===== config.mk =====
export PLATFORM = sky130hd
export DESIGN_NAME = axi_llc_tag_lookup_ctrl_flat
export DESIGN_NICKNAME = d
export VERILOG_FILES = /design/src/rtl/axi_llc_tag_lookup_ctrl_if.sv /design/src/rtl/axi_llc_tag_lookup_ctrl.sv /design/src/flat_wrapper.sv
export SDC_FILE = /design/constraint.sdc
export NUM_CORES = 1
export LEC_CHECK = 0
export CAP_MARGIN = 5
export CORE_MARGIN = 5
export CORE_UTILIZATION = 45
export DETAILED_ROUTE_END_ITERATION = 7
export PLACE_DENSITY_LB_ADDON = 0.08
export SLEW_MARGIN = 20
export SYNTH_ARGS = -nofsm -noshare
export SYNTH_HDL_FRONTEND = slang
export SYNTH_SLANG_ARGS = --single-unit

===== constraint.sdc =====
create_clock -name clk_i -period 4.4 [get_ports clk_i]
set_clock_uncertainty 0.1 [all_clocks]
set_input_delay 0.66 -clock clk_i [delete_from_list [all_inputs] [get_ports clk_i]]
set_output_delay 0.66 -clock clk_i [all_outputs]
set_load 0.01 [all_outputs]

===== src/rtl/axi_llc_tag_lookup_ctrl_if.sv =====
// ---------------------------------------------------------------------------
// axi_llc_tag_lookup_ctrl_if
// Purpose : bundles every non-clock/reset signal of the LLC tag lookup issue
//           stage (way masks, descriptor, tag-store request/response, result
//           stream and counters). The _i/_o suffixes are named from the
//           controller's point of view.
// Modports: slave  - the lookup controller
//           master - the environment around it (upstream, tag store, miss path)
// ---------------------------------------------------------------------------
interface axi_llc_tag_lookup_ctrl_if #(
  parameter int NumWays    = 8,
  parameter int IndexWidth = 10,
  parameter int TagWidth   = 20,
  parameter int IdWidth    = 4,
  parameter int CntWidth   = 32
);
  localparam int WayWidth = $clog2(NumWays);

  // way configuration
  logic [NumWays-1:0]    spm_lock_i;
  logic [NumWays-1:0]    flushed_i;
  // descriptor input
  logic                  desc_valid_i;
  logic                  desc_ready_o;
  logic                  desc_mode_i;
  logic [IdWidth-1:0]    desc_id_i;
  logic [IndexWidth-1:0] desc_index_i;
  logic [TagWidth-1:0]   desc_tag_i;
  logic                  desc_dirty_i;
  logic [WayWidth-1:0]   desc_way_i;
  // tag-store request
  logic                  store_valid_o;
  logic                  store_ready_i;
  logic                  store_mode_o;
  logic [NumWays-1:0]    store_indicator_o;
  logic [IndexWidth-1:0] store_index_o;
  logic [TagWidth-1:0]   store_tag_o;
  logic                  store_dirty_o;
  // tag-store response
  logic                  res_valid_i;
  logic                  res_ready_o;
  logic                  res_hit_i;
  logic                  res_evict_i;
  logic [NumWays-1:0]    res_indicator_i;
  logic [TagWidth-1:0]   res_evict_tag_i;
  // result stream
  logic                  out_valid_o;
  logic                  out_ready_i;
  logic [IdWidth-1:0]    out_id_o;
  logic                  out_mode_o;
  logic                  out_hit_o;
  logic                  out_evict_o;
  logic                  out_bypass_o;
  logic [NumWays-1:0]    out_indicator_o;
  logic [TagWidth-1:0]   out_evict_tag_o;
  // statistics
  logic                  cnt_clear_i;
  logic [CntWidth-1:0]   hit_cnt_o;
  logic [CntWidth-1:0]   miss_cnt_o;

  modport slave (
    input  spm_lock_i, flushed_i,
    input  desc_valid_i, desc_mode_i, desc_id_i, desc_index_i, desc_tag_i, desc_dirty_i, desc_way_i,
    output desc_ready_o,
    output store_valid_o, store_mode_o, store_indicator_o, store_index_o, store_tag_o, store_dirty_o,
    input  store_ready_i,
    input  res_valid_i, res_hit_i, res_evict_i, res_indicator_i, res_evict_tag_i,
    output res_ready_o,
    output out_valid_o, out_id_o, out_mode_o, out_hit_o, out_evict_o, out_bypass_o,
    output out_indicator_o, out_evict_tag_o,
    input  out_ready_i,
    input  cnt_clear_i,
    output hit_cnt_o, miss_cnt_o
  );

  modport master (
    output spm_lock_i, flushed_i,
    output desc_valid_i, desc_mode_i, desc_id_i, desc_index_i, desc_tag_i, desc_dirty_i, desc_way_i,
    input  desc_ready_o,
    input  store_valid_o, store_mode_o, store_indicator_o, store_index_o, store_tag_o, store_dirty_o,
    output store_ready_i,
    output res_valid_i, res_hit_i, res_evict_i, res_indicator_i, res_evict_tag_i,
    input  res_ready_o,
    input  out_valid_o, out_id_o, out_mode_o, out_hit_o, out_evict_o, out_bypass_o,
    input  out_indicator_o, out_evict_tag_o,
    output out_ready_i,
    output cnt_clear_i,
    input  hit_cnt_o, miss_cnt_o
  );
endinterface


===== src/rtl/axi_llc_tag_lookup_ctrl.sv =====
// ---------------------------------------------------------------------------
// axi_llc_tag_lookup_ctrl
// Purpose : issue stage in front of the LLC tag store. Accepts lookup/flush
//           descriptors, builds the tag-store request (masking SPM-locked and
//           flushed ways for lookups), records every accepted descriptor in an
//           in-order pending FIFO and joins the FIFO head with tag-store
//           responses into a single ordered result stream. Lookups with no
//           eligible way never reach the tag store but still hold their slot
//           in the result order. Saturating hit/miss counters track lookups.
// Ports   : clk_i - clock (rising edge)
//           rst_i - asynchronous active-high reset
//           bus   - axi_llc_tag_lookup_ctrl_if.slave (descriptor in, store
//                   request out, store response in, result out, counters)
// ---------------------------------------------------------------------------
module axi_llc_tag_lookup_ctrl #(
  parameter int NumWays    = 8,
  parameter int IndexWidth = 10,
  parameter int TagWidth   = 20,
  parameter int IdWidth    = 4,
  parameter int Depth      = 2,
  parameter int CntWidth   = 32
) (
  input logic                     clk_i,
  input logic                     rst_i,
  axi_llc_tag_lookup_ctrl_if.slave bus
);
  localparam int PtrWidth = (Depth > 1) ? $clog2(Depth) : 1;
  localparam int CntFifoW = $clog2(Depth + 1);

  // pending FIFO storage (data needs no reset, only pointers/count do)
  logic [IdWidth-1:0]  r_fifo_id     [Depth];
  logic                r_fifo_mode   [Depth];
  logic                r_fifo_bypass [Depth];
  logic [PtrWidth-1:0] r_wr_ptr;
  logic [PtrWidth-1:0] r_rd_ptr;
  logic [CntFifoW-1:0] r_count;

  // store request register
  logic                  r_store_valid;
  logic                  r_store_mode;
  logic [NumWays-1:0]    r_store_indicator;
  logic [IndexWidth-1:0] r_store_index;
  logic [TagWidth-1:0]   r_store_tag;
  logic                  r_store_dirty;

  logic [CntWidth-1:0] r_hit_cnt;
  logic [CntWidth-1:0] r_miss_cnt;

  logic [NumWays-1:0] w_lookup_mask;
  logic [NumWays-1:0] w_indicator;
  logic               w_bypass;
  logic               w_store_free;
  logic               w_desc_ready;
  logic               w_accept;
  logic               w_empty;
  logic               w_head_mode;
  logic               w_head_bypass;
  logic [IdWidth-1:0] w_head_id;
  logic               w_out_valid;
  logic               w_pop;
  logic               w_data_en;
  logic               w_cnt_evt;
  logic               w_hit_inc;
  logic               w_miss_inc;

  // ---------------------------------------------------------------- issue
  assign w_lookup_mask = ~bus.spm_lock_i & ~bus.flushed_i;
  assign w_indicator   = bus.desc_mode_i ? (NumWays'(1) << bus.desc_way_i) : w_lookup_mask;
  assign w_bypass      = ~bus.desc_mode_i & (w_lookup_mask == '0);
  assign w_store_free  = ~r_store_valid | bus.store_ready_i;

  // A full FIFO can still accept when its head leaves in the same cycle.
  assign w_desc_ready = ((r_count < CntFifoW'(Depth)) | w_pop) & (w_bypass | w_store_free);
  assign w_accept     = bus.desc_valid_i & w_desc_ready;

  always_ff @(posedge clk_i or posedge rst_i) begin
    if (rst_i) begin
      r_store_valid     <= 1'b0;
      r_store_mode      <= 1'b0;
      r_store_indicator <= '0;
      r_store_index     <= '0;
      r_store_tag       <= '0;
      r_store_dirty     <= 1'b0;
    end else if (w_accept && !w_bypass) begin
      r_store_valid     <= 1'b1;
      r_store_mode      <= bus.desc_mode_i;
      r_store_indicator <= w_indicator;
      r_store_index     <= bus.desc_index_i;
      r_store_tag       <= bus.desc_tag_i;
      r_store_dirty     <= bus.desc_dirty_i;
    end else if (bus.store_ready_i) begin
      // payload is left as is; only valid drops once the store took it
      r_store_valid <= 1'b0;
    end
  end

  // ---------------------------------------------------------- pending FIFO
  assign w_empty       = (r_count == '0);
  assign w_head_id     = r_fifo_id[r_rd_ptr];
  assign w_head_mode   = r_fifo_mode[r_rd_ptr];
  assign w_head_bypass = ~w_empty & r_fifo_bypass[r_rd_ptr];

  always_ff @(posedge clk_i) begin
    if (w_accept) begin
      r_fifo_id[r_wr_ptr]     <= bus.desc_id_i;
      r_fifo_mode[r_wr_ptr]   <= bus.desc_mode_i;
      r_fifo_bypass[r_wr_ptr] <= w_bypass;
    end
  end

  always_ff @(posedge clk_i or posedge rst_i) begin
    if (rst_i) begin
      r_wr_ptr <= '0;
      r_rd_ptr <= '0;
      r_count  <= '0;
    end else begin
      if (w_accept) begin
        r_wr_ptr <= (r_wr_ptr == PtrWidth'(Depth - 1)) ? '0 : r_wr_ptr + 1'b1;
      end
      if (w_pop) begin
        r_rd_ptr <= (r_rd_ptr == PtrWidth'(Depth - 1)) ? '0 : r_rd_ptr + 1'b1;
      end
      case ({w_accept, w_pop})
        2'b10:   r_count <= r_count + 1'b1;
        2'b01:   r_count <= r_count - 1'b1;
        default: r_count <= r_count;
      endcase
    end
  end

  // ----------------------------------------------------------- result join
  // A bypass head is answered locally; otherwise the head waits for the
  // tag-store response, which always belongs to the oldest non-bypass entry.
  assign w_out_valid = ~w_empty & (w_head_bypass | bus.res_valid_i);
  assign w_pop       = w_out_valid & bus.out_ready_i;
  assign w_data_en   = w_out_valid & ~w_head_bypass;

  // ---------------------------------------------------------------- counters
  assign w_cnt_evt  = w_pop & ~w_head_mode;
  assign w_hit_inc  = w_cnt_evt & ~w_head_bypass & bus.res_hit_i;
  assign w_miss_inc = w_cnt_evt & (w_head_bypass | ~bus.res_hit_i);

  always_ff @(posedge clk_i or posedge rst_i) begin
    if (rst_i) begin
      r_hit_cnt  <= '0;
      r_miss_cnt <= '0;
    end else if (bus.cnt_clear_i) begin
      r_hit_cnt  <= '0;
      r_miss_cnt <= '0;
    end else begin
      if (w_hit_inc && !(&r_hit_cnt)) begin
        r_hit_cnt <= r_hit_cnt + 1'b1;
      end
      if (w_miss_inc && !(&r_miss_cnt)) begin
        r_miss_cnt <= r_miss_cnt + 1'b1;
      end
    end
  end

  // ----------------------------------------------------------------- outputs
  assign bus.desc_ready_o      = w_desc_ready;
  assign bus.store_valid_o     = r_store_valid;
  assign bus.store_mode_o      = r_store_mode;
  assign bus.store_indicator_o = r_store_indicator;
  assign bus.store_index_o     = r_store_index;
  assign bus.store_tag_o       = r_store_tag;
  assign bus.store_dirty_o     = r_store_dirty;

  assign bus.res_ready_o = bus.out_ready_i & ~w_empty & ~w_head_bypass;

  // Data fields are forced to 0 whenever they carry no meaning.
  assign bus.out_valid_o     = w_out_valid;
  assign bus.out_id_o        = w_out_valid ? w_head_id : '0;
  assign bus.out_mode_o      = w_out_valid & w_head_mode;
  assign bus.out_bypass_o    = w_out_valid & w_head_bypass;
  assign bus.out_hit_o       = w_data_en & bus.res_hit_i;
  assign bus.out_evict_o     = w_data_en & bus.res_evict_i;
  assign bus.out_indicator_o = w_data_en ? bus.res_indicator_i : '0;
  assign bus.out_evict_tag_o = (w_data_en & bus.res_evict_i) ? bus.res_evict_tag_i : '0;

  assign bus.hit_cnt_o  = r_hit_cnt;
  assign bus.miss_cnt_o = r_miss_cnt;

  // A response with nothing pending cannot be matched to any descriptor.
  a_no_res_when_empty: assert property (@(posedge clk_i) disable iff (rst_i)
    !(bus.res_valid_i && w_empty));
endmodule


===== src/flat_wrapper.sv =====
// flat-port wrapper written by rule: the top's interface ports become plain ports
module axi_llc_tag_lookup_ctrl_flat 
#(
  parameter int NumWays    = 8,
  parameter int IndexWidth = 10,
  parameter int TagWidth   = 20,
  parameter int IdWidth    = 4,
  parameter int Depth      = 2,
  parameter int CntWidth   = 32
)
  (clk_i, rst_i, bus_spm_lock_i, bus_flushed_i, bus_desc_valid_i, bus_desc_mode_i, bus_desc_id_i, bus_desc_index_i, bus_desc_tag_i, bus_desc_dirty_i, bus_desc_way_i, bus_desc_ready_o, bus_store_valid_o, bus_store_mode_o, bus_store_indicator_o, bus_store_index_o, bus_store_tag_o, bus_store_dirty_o, bus_store_ready_i, bus_res_valid_i, bus_res_hit_i, bus_res_evict_i, bus_res_indicator_i, bus_res_evict_tag_i, bus_res_ready_o, bus_out_valid_o, bus_out_id_o, bus_out_mode_o, bus_out_hit_o, bus_out_evict_o, bus_out_bypass_o, bus_out_indicator_o, bus_out_evict_tag_o, bus_out_ready_i, bus_cnt_clear_i, bus_hit_cnt_o, bus_miss_cnt_o);
  axi_llc_tag_lookup_ctrl_if #(.NumWays(NumWays), .IndexWidth(IndexWidth), .TagWidth(TagWidth), .IdWidth(IdWidth), .CntWidth(CntWidth)) bus_i ();
  input logic clk_i;
  input logic rst_i;
  input wire logic [$bits(bus_i.spm_lock_i)-1:0] bus_spm_lock_i;
  input wire logic [$bits(bus_i.flushed_i)-1:0] bus_flushed_i;
  input wire logic [$bits(bus_i.desc_valid_i)-1:0] bus_desc_valid_i;
  input wire logic [$bits(bus_i.desc_mode_i)-1:0] bus_desc_mode_i;
  input wire logic [$bits(bus_i.desc_id_i)-1:0] bus_desc_id_i;
  input wire logic [$bits(bus_i.desc_index_i)-1:0] bus_desc_index_i;
  input wire logic [$bits(bus_i.desc_tag_i)-1:0] bus_desc_tag_i;
  input wire logic [$bits(bus_i.desc_dirty_i)-1:0] bus_desc_dirty_i;
  input wire logic [$bits(bus_i.desc_way_i)-1:0] bus_desc_way_i;
  output wire logic [$bits(bus_i.desc_ready_o)-1:0] bus_desc_ready_o;
  output wire logic [$bits(bus_i.store_valid_o)-1:0] bus_store_valid_o;
  output wire logic [$bits(bus_i.store_mode_o)-1:0] bus_store_mode_o;
  output wire logic [$bits(bus_i.store_indicator_o)-1:0] bus_store_indicator_o;
  output wire logic [$bits(bus_i.store_index_o)-1:0] bus_store_index_o;
  output wire logic [$bits(bus_i.store_tag_o)-1:0] bus_store_tag_o;
  output wire logic [$bits(bus_i.store_dirty_o)-1:0] bus_store_dirty_o;
  input wire logic [$bits(bus_i.store_ready_i)-1:0] bus_store_ready_i;
  input wire logic [$bits(bus_i.res_valid_i)-1:0] bus_res_valid_i;
  input wire logic [$bits(bus_i.res_hit_i)-1:0] bus_res_hit_i;
  input wire logic [$bits(bus_i.res_evict_i)-1:0] bus_res_evict_i;
  input wire logic [$bits(bus_i.res_indicator_i)-1:0] bus_res_indicator_i;
  input wire logic [$bits(bus_i.res_evict_tag_i)-1:0] bus_res_evict_tag_i;
  output wire logic [$bits(bus_i.res_ready_o)-1:0] bus_res_ready_o;
  output wire logic [$bits(bus_i.out_valid_o)-1:0] bus_out_valid_o;
  output wire logic [$bits(bus_i.out_id_o)-1:0] bus_out_id_o;
  output wire logic [$bits(bus_i.out_mode_o)-1:0] bus_out_mode_o;
  output wire logic [$bits(bus_i.out_hit_o)-1:0] bus_out_hit_o;
  output wire logic [$bits(bus_i.out_evict_o)-1:0] bus_out_evict_o;
  output wire logic [$bits(bus_i.out_bypass_o)-1:0] bus_out_bypass_o;
  output wire logic [$bits(bus_i.out_indicator_o)-1:0] bus_out_indicator_o;
  output wire logic [$bits(bus_i.out_evict_tag_o)-1:0] bus_out_evict_tag_o;
  input wire logic [$bits(bus_i.out_ready_i)-1:0] bus_out_ready_i;
  input wire logic [$bits(bus_i.cnt_clear_i)-1:0] bus_cnt_clear_i;
  output wire logic [$bits(bus_i.hit_cnt_o)-1:0] bus_hit_cnt_o;
  output wire logic [$bits(bus_i.miss_cnt_o)-1:0] bus_miss_cnt_o;
  assign bus_i.spm_lock_i = bus_spm_lock_i;
  assign bus_i.flushed_i = bus_flushed_i;
  assign bus_i.desc_valid_i = bus_desc_valid_i;
  assign bus_i.desc_mode_i = bus_desc_mode_i;
  assign bus_i.desc_id_i = bus_desc_id_i;
  assign bus_i.desc_index_i = bus_desc_index_i;
  assign bus_i.desc_tag_i = bus_desc_tag_i;
  assign bus_i.desc_dirty_i = bus_desc_dirty_i;
  assign bus_i.desc_way_i = bus_desc_way_i;
  assign bus_desc_ready_o = bus_i.desc_ready_o;
  assign bus_store_valid_o = bus_i.store_valid_o;
  assign bus_store_mode_o = bus_i.store_mode_o;
  assign bus_store_indicator_o = bus_i.store_indicator_o;
  assign bus_store_index_o = bus_i.store_index_o;
  assign bus_store_tag_o = bus_i.store_tag_o;
  assign bus_store_dirty_o = bus_i.store_dirty_o;
  assign bus_i.store_ready_i = bus_store_ready_i;
  assign bus_i.res_valid_i = bus_res_valid_i;
  assign bus_i.res_hit_i = bus_res_hit_i;
  assign bus_i.res_evict_i = bus_res_evict_i;
  assign bus_i.res_indicator_i = bus_res_indicator_i;
  assign bus_i.res_evict_tag_i = bus_res_evict_tag_i;
  assign bus_res_ready_o = bus_i.res_ready_o;
  assign bus_out_valid_o = bus_i.out_valid_o;
  assign bus_out_id_o = bus_i.out_id_o;
  assign bus_out_mode_o = bus_i.out_mode_o;
  assign bus_out_hit_o = bus_i.out_hit_o;
  assign bus_out_evict_o = bus_i.out_evict_o;
  assign bus_out_bypass_o = bus_i.out_bypass_o;
  assign bus_out_indicator_o = bus_i.out_indicator_o;
  assign bus_out_evict_tag_o = bus_i.out_evict_tag_o;
  assign bus_i.out_ready_i = bus_out_ready_i;
  assign bus_i.cnt_clear_i = bus_cnt_clear_i;
  assign bus_hit_cnt_o = bus_i.hit_cnt_o;
  assign bus_miss_cnt_o = bus_i.miss_cnt_o;
  axi_llc_tag_lookup_ctrl #(.NumWays(NumWays), .IndexWidth(IndexWidth), .TagWidth(TagWidth), .IdWidth(IdWidth), .Depth(Depth), .CntWidth(CntWidth)) u_core (.clk_i(clk_i), .rst_i(rst_i), .bus(bus_i));
endmodule

== Yosys cells after proc, flatten, opt, wreduce, memory -nomap -nowiden ==
Memories as Yosys holds them, arrays and structs flattened.
Index checks and enable logic that the tools add are counted.
Storage, ports and cells
  memories: 3
  output and inout port bits: 144
  input port bits: 92
  bits in registers: 109
  memory bits (writable): 12
Cells by class
  magnitude comparators: 1
  eq/ne operators: 2
  shifts and indexed selects: 1
  reductions and logical operators: 14
  add/sub/neg operators: 6
  bitwise logic cells: 31
  muxes and demuxes: 15
Memory list
  u_core.r_fifo_id: words 2, width 4, read ports 1, clocked after memory_dff 0, wr ports 1, RTL line axi_llc_tag_lookup_ctrl.sv:31  | logic [IdWidth-1:0] r_fifo_id [Depth];
  u_core.r_fifo_bypass: words 2, width 1, read ports 1, clocked after memory_dff 0, wr ports 1, RTL line axi_llc_tag_lookup_ctrl.sv:33  | logic r_fifo_bypass [Depth];
  u_core.r_fifo_mode: words 2, width 1, read ports 1, clocked after memory_dff 0, wr ports 1, RTL line axi_llc_tag_lookup_ctrl.sv:32  | logic r_fifo_mode [Depth];
Operators by type and width (count)
  two-way mux 32 bit: 4
  adder 32 x 1 -> 32 bit, second input constant: 2
  AND reduction 32 bit: 2
  two-way mux 20 bit: 1
  bitwise AND 1 bit: 17
  two-way mux 8 bit: 2
  inverter 8 bit: 2
  bitwise AND 8 bit: 1
  logical NOT 8 bit: 1
  nonzero test 2 bit: 4
  << shifter 1 x 3 -> 8 bit, first input constant: 1
  two-way mux 1 bit: 6
  inverter 1 bit: 6
  OR 1 bit: 5
  two-way mux 4 bit: 1
  one-hot mux 2 bit (2 select lines): 1
  logical AND 1 bit: 3
  logical NOT 1 bit: 3
  adder 1 bit, second input constant: 2
  adder 2 x 1 -> 2 bit, second input constant: 1
  equality test 2 x 1 -> 1 bit, second input constant: 1
  equality test 2 bit, second input constant: 1
  logical NOT 2 bit: 1
  less-than comparator 2 bit, second input constant: 1
  subtractor 2 x 1 -> 2 bit, second input constant: 1

== Depth between registers and ports, before layout ==
  depth in word-level cells: 12
  mapped depth: 9

== Worst setup path after synthesis ==
No wires, ideal clock.
  kind: input to register
  start point: in bus_flushed_i[5]
  end point: reg u_core.r_store_index[0] (netlist: u_core.bus.store_index_o[0])
  setup time: 0.125 ns
  arrival time: 2.341 ns
  stages: 7
  path slack: 1.835 ns
  cell sequence: o22ai_1 -> or4_1 -> nor3_1 -> or3b_2 -> buf_2 -> buf_4 -> mux2_2
On the way
  cells in the longest elaborated chain, start to end: 8
  elaborated cells on any way between the ends: 9
  classes of those cells: bitwise: 6; reduce/logical: 3
RTL lines
  start: declaration: RTL line flat_wrapper.sv:16  | input wire logic [$bits(bus_i.flushed_i)-1:0] bus_flushed_i;
  inverter 8 bit (*): RTL line axi_llc_tag_lookup_ctrl.sv:67  | assign w_lookup_mask = ~bus.spm_lock_i & ~bus.flushed_i;
  bitwise AND 8 bit (*): RTL line axi_llc_tag_lookup_ctrl.sv:67
  logical NOT 8 bit (*): RTL line axi_llc_tag_lookup_ctrl.sv:69  | assign w_bypass = ~bus.desc_mode_i & (w_lookup_mask == '0);
  bitwise AND 1 bit (*): RTL line axi_llc_tag_lookup_ctrl.sv:69
  named net u_core.w_bypass: RTL line axi_llc_tag_lookup_ctrl.sv:51  | logic w_bypass;
  OR 1 bit: RTL line axi_llc_tag_lookup_ctrl.sv:73  | assign w_desc_ready = ((r_count < CntFifoW'(Depth)) | w_pop) & (w_bypass | w_store_free);
  bitwise AND 1 bit: RTL line axi_llc_tag_lookup_ctrl.sv:73
  bitwise AND 1 bit: RTL line axi_llc_tag_lookup_ctrl.sv:74  | assign w_accept = bus.desc_valid_i & w_desc_ready;
  logical AND 1 bit (*): RTL line axi_llc_tag_lookup_ctrl.sv:84  | end else if (w_accept && !w_bypass) begin
  end signal: assignment: RTL line axi_llc_tag_lookup_ctrl.sv:88  | r_store_index <= bus.desc_index_i;
  end: declaration: RTL line axi_llc_tag_lookup_ctrl.sv:42  | logic [IndexWidth-1:0] r_store_index;
The timed path passes the listed nets; every way through them passes the cells marked *.
A chain may end at the register's enable or synchronous reset.

== Final worst setup path ==
  start point: reg u_core.r_rd_ptr
  end point: out bus_out_evict_tag_o[5]
On the way
  cells in the longest elaborated chain, start to end: 7
  elaborated cells on any way between the ends: 8
  classes of those cells: mux: 1; bitwise: 6; memory: 1
RTL lines
  start: declaration: RTL line axi_llc_tag_lookup_ctrl.sv:35  | logic [PtrWidth-1:0] r_rd_ptr;
  start signal: assignment: RTL line axi_llc_tag_lookup_ctrl.sv:121  | r_rd_ptr <= (r_rd_ptr == PtrWidth'(Depth - 1)) ? '0 : r_rd_ptr + 1'b1;
  memory (2 x 1 bit) (*)
  bitwise AND 1 bit (*): RTL line axi_llc_tag_lookup_ctrl.sv:101  | assign w_head_bypass = ~w_empty & r_fifo_bypass[r_rd_ptr];
  OR 1 bit: RTL line axi_llc_tag_lookup_ctrl.sv:134  | assign w_out_valid = ~w_empty & (w_head_bypass | bus.res_valid_i);
  bitwise AND 1 bit: RTL line axi_llc_tag_lookup_ctrl.sv:134
  bitwise AND 1 bit (*): RTL line axi_llc_tag_lookup_ctrl.sv:136  | assign w_data_en = w_out_valid & ~w_head_bypass;
  bitwise AND 1 bit (*): RTL line axi_llc_tag_lookup_ctrl.sv:179  | assign bus.out_evict_tag_o = (w_data_en & bus.res_evict_i) ? bus.res_evict_tag_i : '0;
  two-way mux 20 bit (*): RTL line axi_llc_tag_lookup_ctrl.sv:179
  end: declaration: RTL line flat_wrapper.sv:45  | output wire logic [$bits(bus_i.out_evict_tag_o)-1:0] bus_out_evict_tag_o;
Mark *: on every way between the ends. The rest lies on a longest branch, timed or not.

==> results summary <==
After detailed routing, the average wire length per cell comes to 18.7 um. The number of register bits inferred by synthesis is 121. The slew of the pin with the lowest slew margin came out at 978 ps. After detailed routing, the total wire length is 19,200 um. Once the floorplan was initialized, standard cells occupied 45.9% of the core. Summing the sequential cell areas from Yosys gives 48.2% of the chip area.

Summed over all layers, the global routing overflow is 0. STA classifies the critical path endpoint as an output pin. 0 antenna diodes ended up in the layout. The overall die height is 129 um. The floorplan step defined a die boundary enclosing 0.0167 mm2. The maximum clock path buffer count came out at 2.

The total power per unit cell area is 437 mW/mm2. Yosys mapped a number of flops with a built-in enable equal to 12. The count of synthesis-stage warnings from yosys is 0. Counting flops with an async set or reset pin after synthesis yields a share of 90.1%.

The most frequent cell after synthesis is dfrtp_1. The global-route usage over all layers came out at 23.0%. The number of failing hold endpoints at the final stage is 0. The standby leakage power is 3.67 nW. Cells with a size suffix above 1 make up 12.9% of the layout. The critical path data arrival time is 3070 ps. The site row count is 43.

The buffers inserted during post-CTS setup optimization is 0. The top-area cell type share of the netlist area came out at 42.6%. The tree is rooted in a clkbuf_16. Dividing the detail-routed via count by the number of cells gives 5.70. In the synthesized netlist, the cells that appear most often are dfrtp_1, mux2_2, nor2_1. Entering global routing, the biggest net connects 87 pins. Combinational cells account for 31.8% of the total power. After the first detailed-routing iteration, the DRC count stood at 501.

The worst setup path is launched from a flop. The worst-case vdd ir drop is 425 uV. The setup violation total in the final timing report is 0.

The routed via count is 5,833. At the worst endpoint, the required time is 3640 ps. The count of hold-fix buffers inserted at cts came out at 0. The run finished with clean final reports. The first-pass GRT wire length is 30,800 um. Synthesis instantiated 61 different standard cells from the library. The clock transition at the registers of the reported paths came out at 50 ps. The via count of the first global-routing pass is 5,990. The shortest clock period the worst path allows after layout came out at 3830 ps. Before antenna repair, the detailed router went through 5 iterations. The region available for standard cell placement spans 0.0139 mm2. The number of antenna violations at the first check in global routing came to 0. The number of gates resized after CTS was 0. The DRC violation count after routing came out at 0.

The final cell count without fillers is 1,023. The maximum clock frequency is 261 MHz. The worst-skew pair later-pin latency is 420 ps.

On the final layout, the worst hold slack is 402 ps. Per report_power, the sequential group accounts for 36.1% of the total. Setup repair after global routing left no endpoint under its margin.

The level count of the clock H-tree came out at 4. The type of the most critical hold path is flop to flop. The switching share of power came out at 28.9%.

The relative max-transition margin came out at 34.8%. The post-synthesis net count came out at 699. Clock tree synthesis found a total of 121 sinks.

Sorting the synthesized cells by area gives the leading types as dfrtp_1, mux2_2, edfxtp_1, a21oi_1, and3_1. The setup path with the least slack is of type flop to output pin. The net count reported at finish came out at 925. The synthesized netlist occupies a cell area of 0.00640 mm2. The total half-perimeter wirelength after legalization and detailed placement came out at 13,900 um. The worst path uses 86.9% of the clock period. The number of placed instances, taps included, is 991. The synthesis-to-finish area growth is 47.4%.

TritonCTS built the clock tree. The top-level I/O count is 236. The final-report max-slew violation count came out at 0. Internal power comes to 2.93 mW. The biggest area contributor in the post-synthesis netlist is dfrtp_1.

The post-route antenna net violation count came out at 0. Summed over all nets, the switching power comes to 1.19 mW. The max-cap check violation count came out at 0. The synthesized area divided by synthesized cell count came out at 10.6 um2. The number of instances in the synthesized netlist came out at 604. The clock power share is 32.1%.

Setup total negative slack on the finished layout was measured at 0 ps. Along the worst path, the maximum fanout reaches 29. The most instantiated flip-flop cell in the synthesis netlist is dfrtp_1.

The routability congestion estimate from global placement is 0.912. The count of input and output buffers is 235. The overall die width came out at 129 um. The number of clock buffers added by TritonCTS is 17.
-- power by group through the flow --
stage / clock [mW] / combinational [mW] / sequential, mW
after floorplan: 0 / 0.536 / 1.55
after global placement: 0 / 1.30 / 1.49
after detailed placement: 0 / 1.31 / 1.50
after CTS: 1.34 / 1.33 / 1.49
after global routing: 1.41 / 1.41 / 1.52
final: 1.33 / 1.31 / 1.49
-- cell type report --
| cell class | count | area, um2 |
|---|---|---|
| clock buffer | 24 | 492 |
| inverter | 11 | 46.3 |
| multi-input combinational | 437 | 3100 |
| timing repair buffer | 242 | 2410 |
| clock inverter | 8 | 70.1 |
| sequential | 121 | 3090 |
| fill | 1078 | 4500 |
| tap | 180 | 225 |
-- sequential cells by signal (all words and copies together), names as in the netlist --
register                      count
u_core.r_count                    2
u_core.bus.store_valid_o          1
u_core.bus.hit_cnt_o             32
u_core.r_wr_ptr                   1
u_core.bus.store_indicator_o      8
u_core.bus.miss_cnt_o            32
u_core.bus.store_dirty_o          1
u_core.r_rd_ptr                   1
u_core.r_fifo_id                  8
u_core.r_fifo_bypass              2
u_core.bus.store_mode_o           1
u_core.r_fifo_mode                2
u_core.bus.store_tag_o           20
u_core.bus.store_index_o         10
-- through the flow --
step | setup slack [ps] | instance area [um2] | total power, mW | utilization, %
after detailed placement | 699 | 8870 | 2.82 | 63.7
after floorplan | 766 | 6400 | 2.09 | -
after global routing | 379 | 9430 | 4.33 | 67.7
after CTS | 563 | 9430 | 4.16 | 67.7
final | 574 | 9430 | 4.13 | 67.7
after global placement | 763 | 8870 | 2.78 | 63.7
-- critical path, stage by stage, from the launching register on --
cell and delay (ps):
dfrtp_1 650, mux2i_2 440, and3_1 730, and3_1 270, clkdlybuf4s50_1 550
-- metal layers --
metal  vias up  track usage [%]  routed length [um]
met4         0             7.29                 369
met2       233             37.4                9410
met5         -                0                   0
met3        32             8.86                1780
li1       2711                -                   -
met1      2857             28.4                7610
-- cell families after synthesis --
kind of cell,Yosys count,share of synthesized area [%]
adders and majority gates,3,0.586
and+or+nand+nor,244,22.6
AOI/OAI and AO/OA,113,12.3
DFF,121,48.2
muxes,57,10.2
buffers and inverters,46,3.32
xor gates and xnor gates,20,2.74
-- cell usage in the layout (no fill, tap or decap), types with 3 or more instances in the layout --
cell and n:
a2111oi_0 3, a2111oi_2 3, a21oi_1 37, a31o_2 3, and2_1 15, and3_1 28
and4_1 5, buf_4 6, clkbuf_1 3, clkbuf_16 17, clkbuf_8 4, clkdlybuf4s50_1 234
clkinv_2 5, dfrtp_1 109, edfxtp_1 12, ha_1 3, inv_1 10, mux2_2 48
mux2i_1 5, nand2_1 30, nand2b_1 8, nand3_1 19, nand4_1 18, nor2_1 45
nor2b_1 11, nor3_1 3, nor4_1 4, o2111ai_1 4, o21ai_0 22, o22ai_1 3
o31ai_1 17, o32ai_1 6, or3_1 24, or4_1 21, xnor2_1 12, xor2_1 8
-- final timing paths --
path / startpoint / end / slack (ps) / depth (start not counted)
setup / recovery: u_core.r_rd_ptr / bus_out_evict_tag_o[5] / 570 / 4
hold / removal: u_core.bus.store_indicator_o[3] / u_core.bus.store_indicator_o[3] / 400 / 1
setup reg to reg: u_core.r_rd_ptr / u_core.bus.hit_cnt_o[27] / 1460 / 6
hold reg to reg: u_core.bus.store_indicator_o[3] / u_core.bus.store_indicator_o[3] / 400 / 1
max in group asynchronous: rst_i / u_core.bus.hit_cnt_o[3] / 2720 / 3
min in group asynchronous: rst_i / u_core.bus.store_index_o[6] / 690 / 2
No activity file was read; power rests on OpenSTA's default activity.
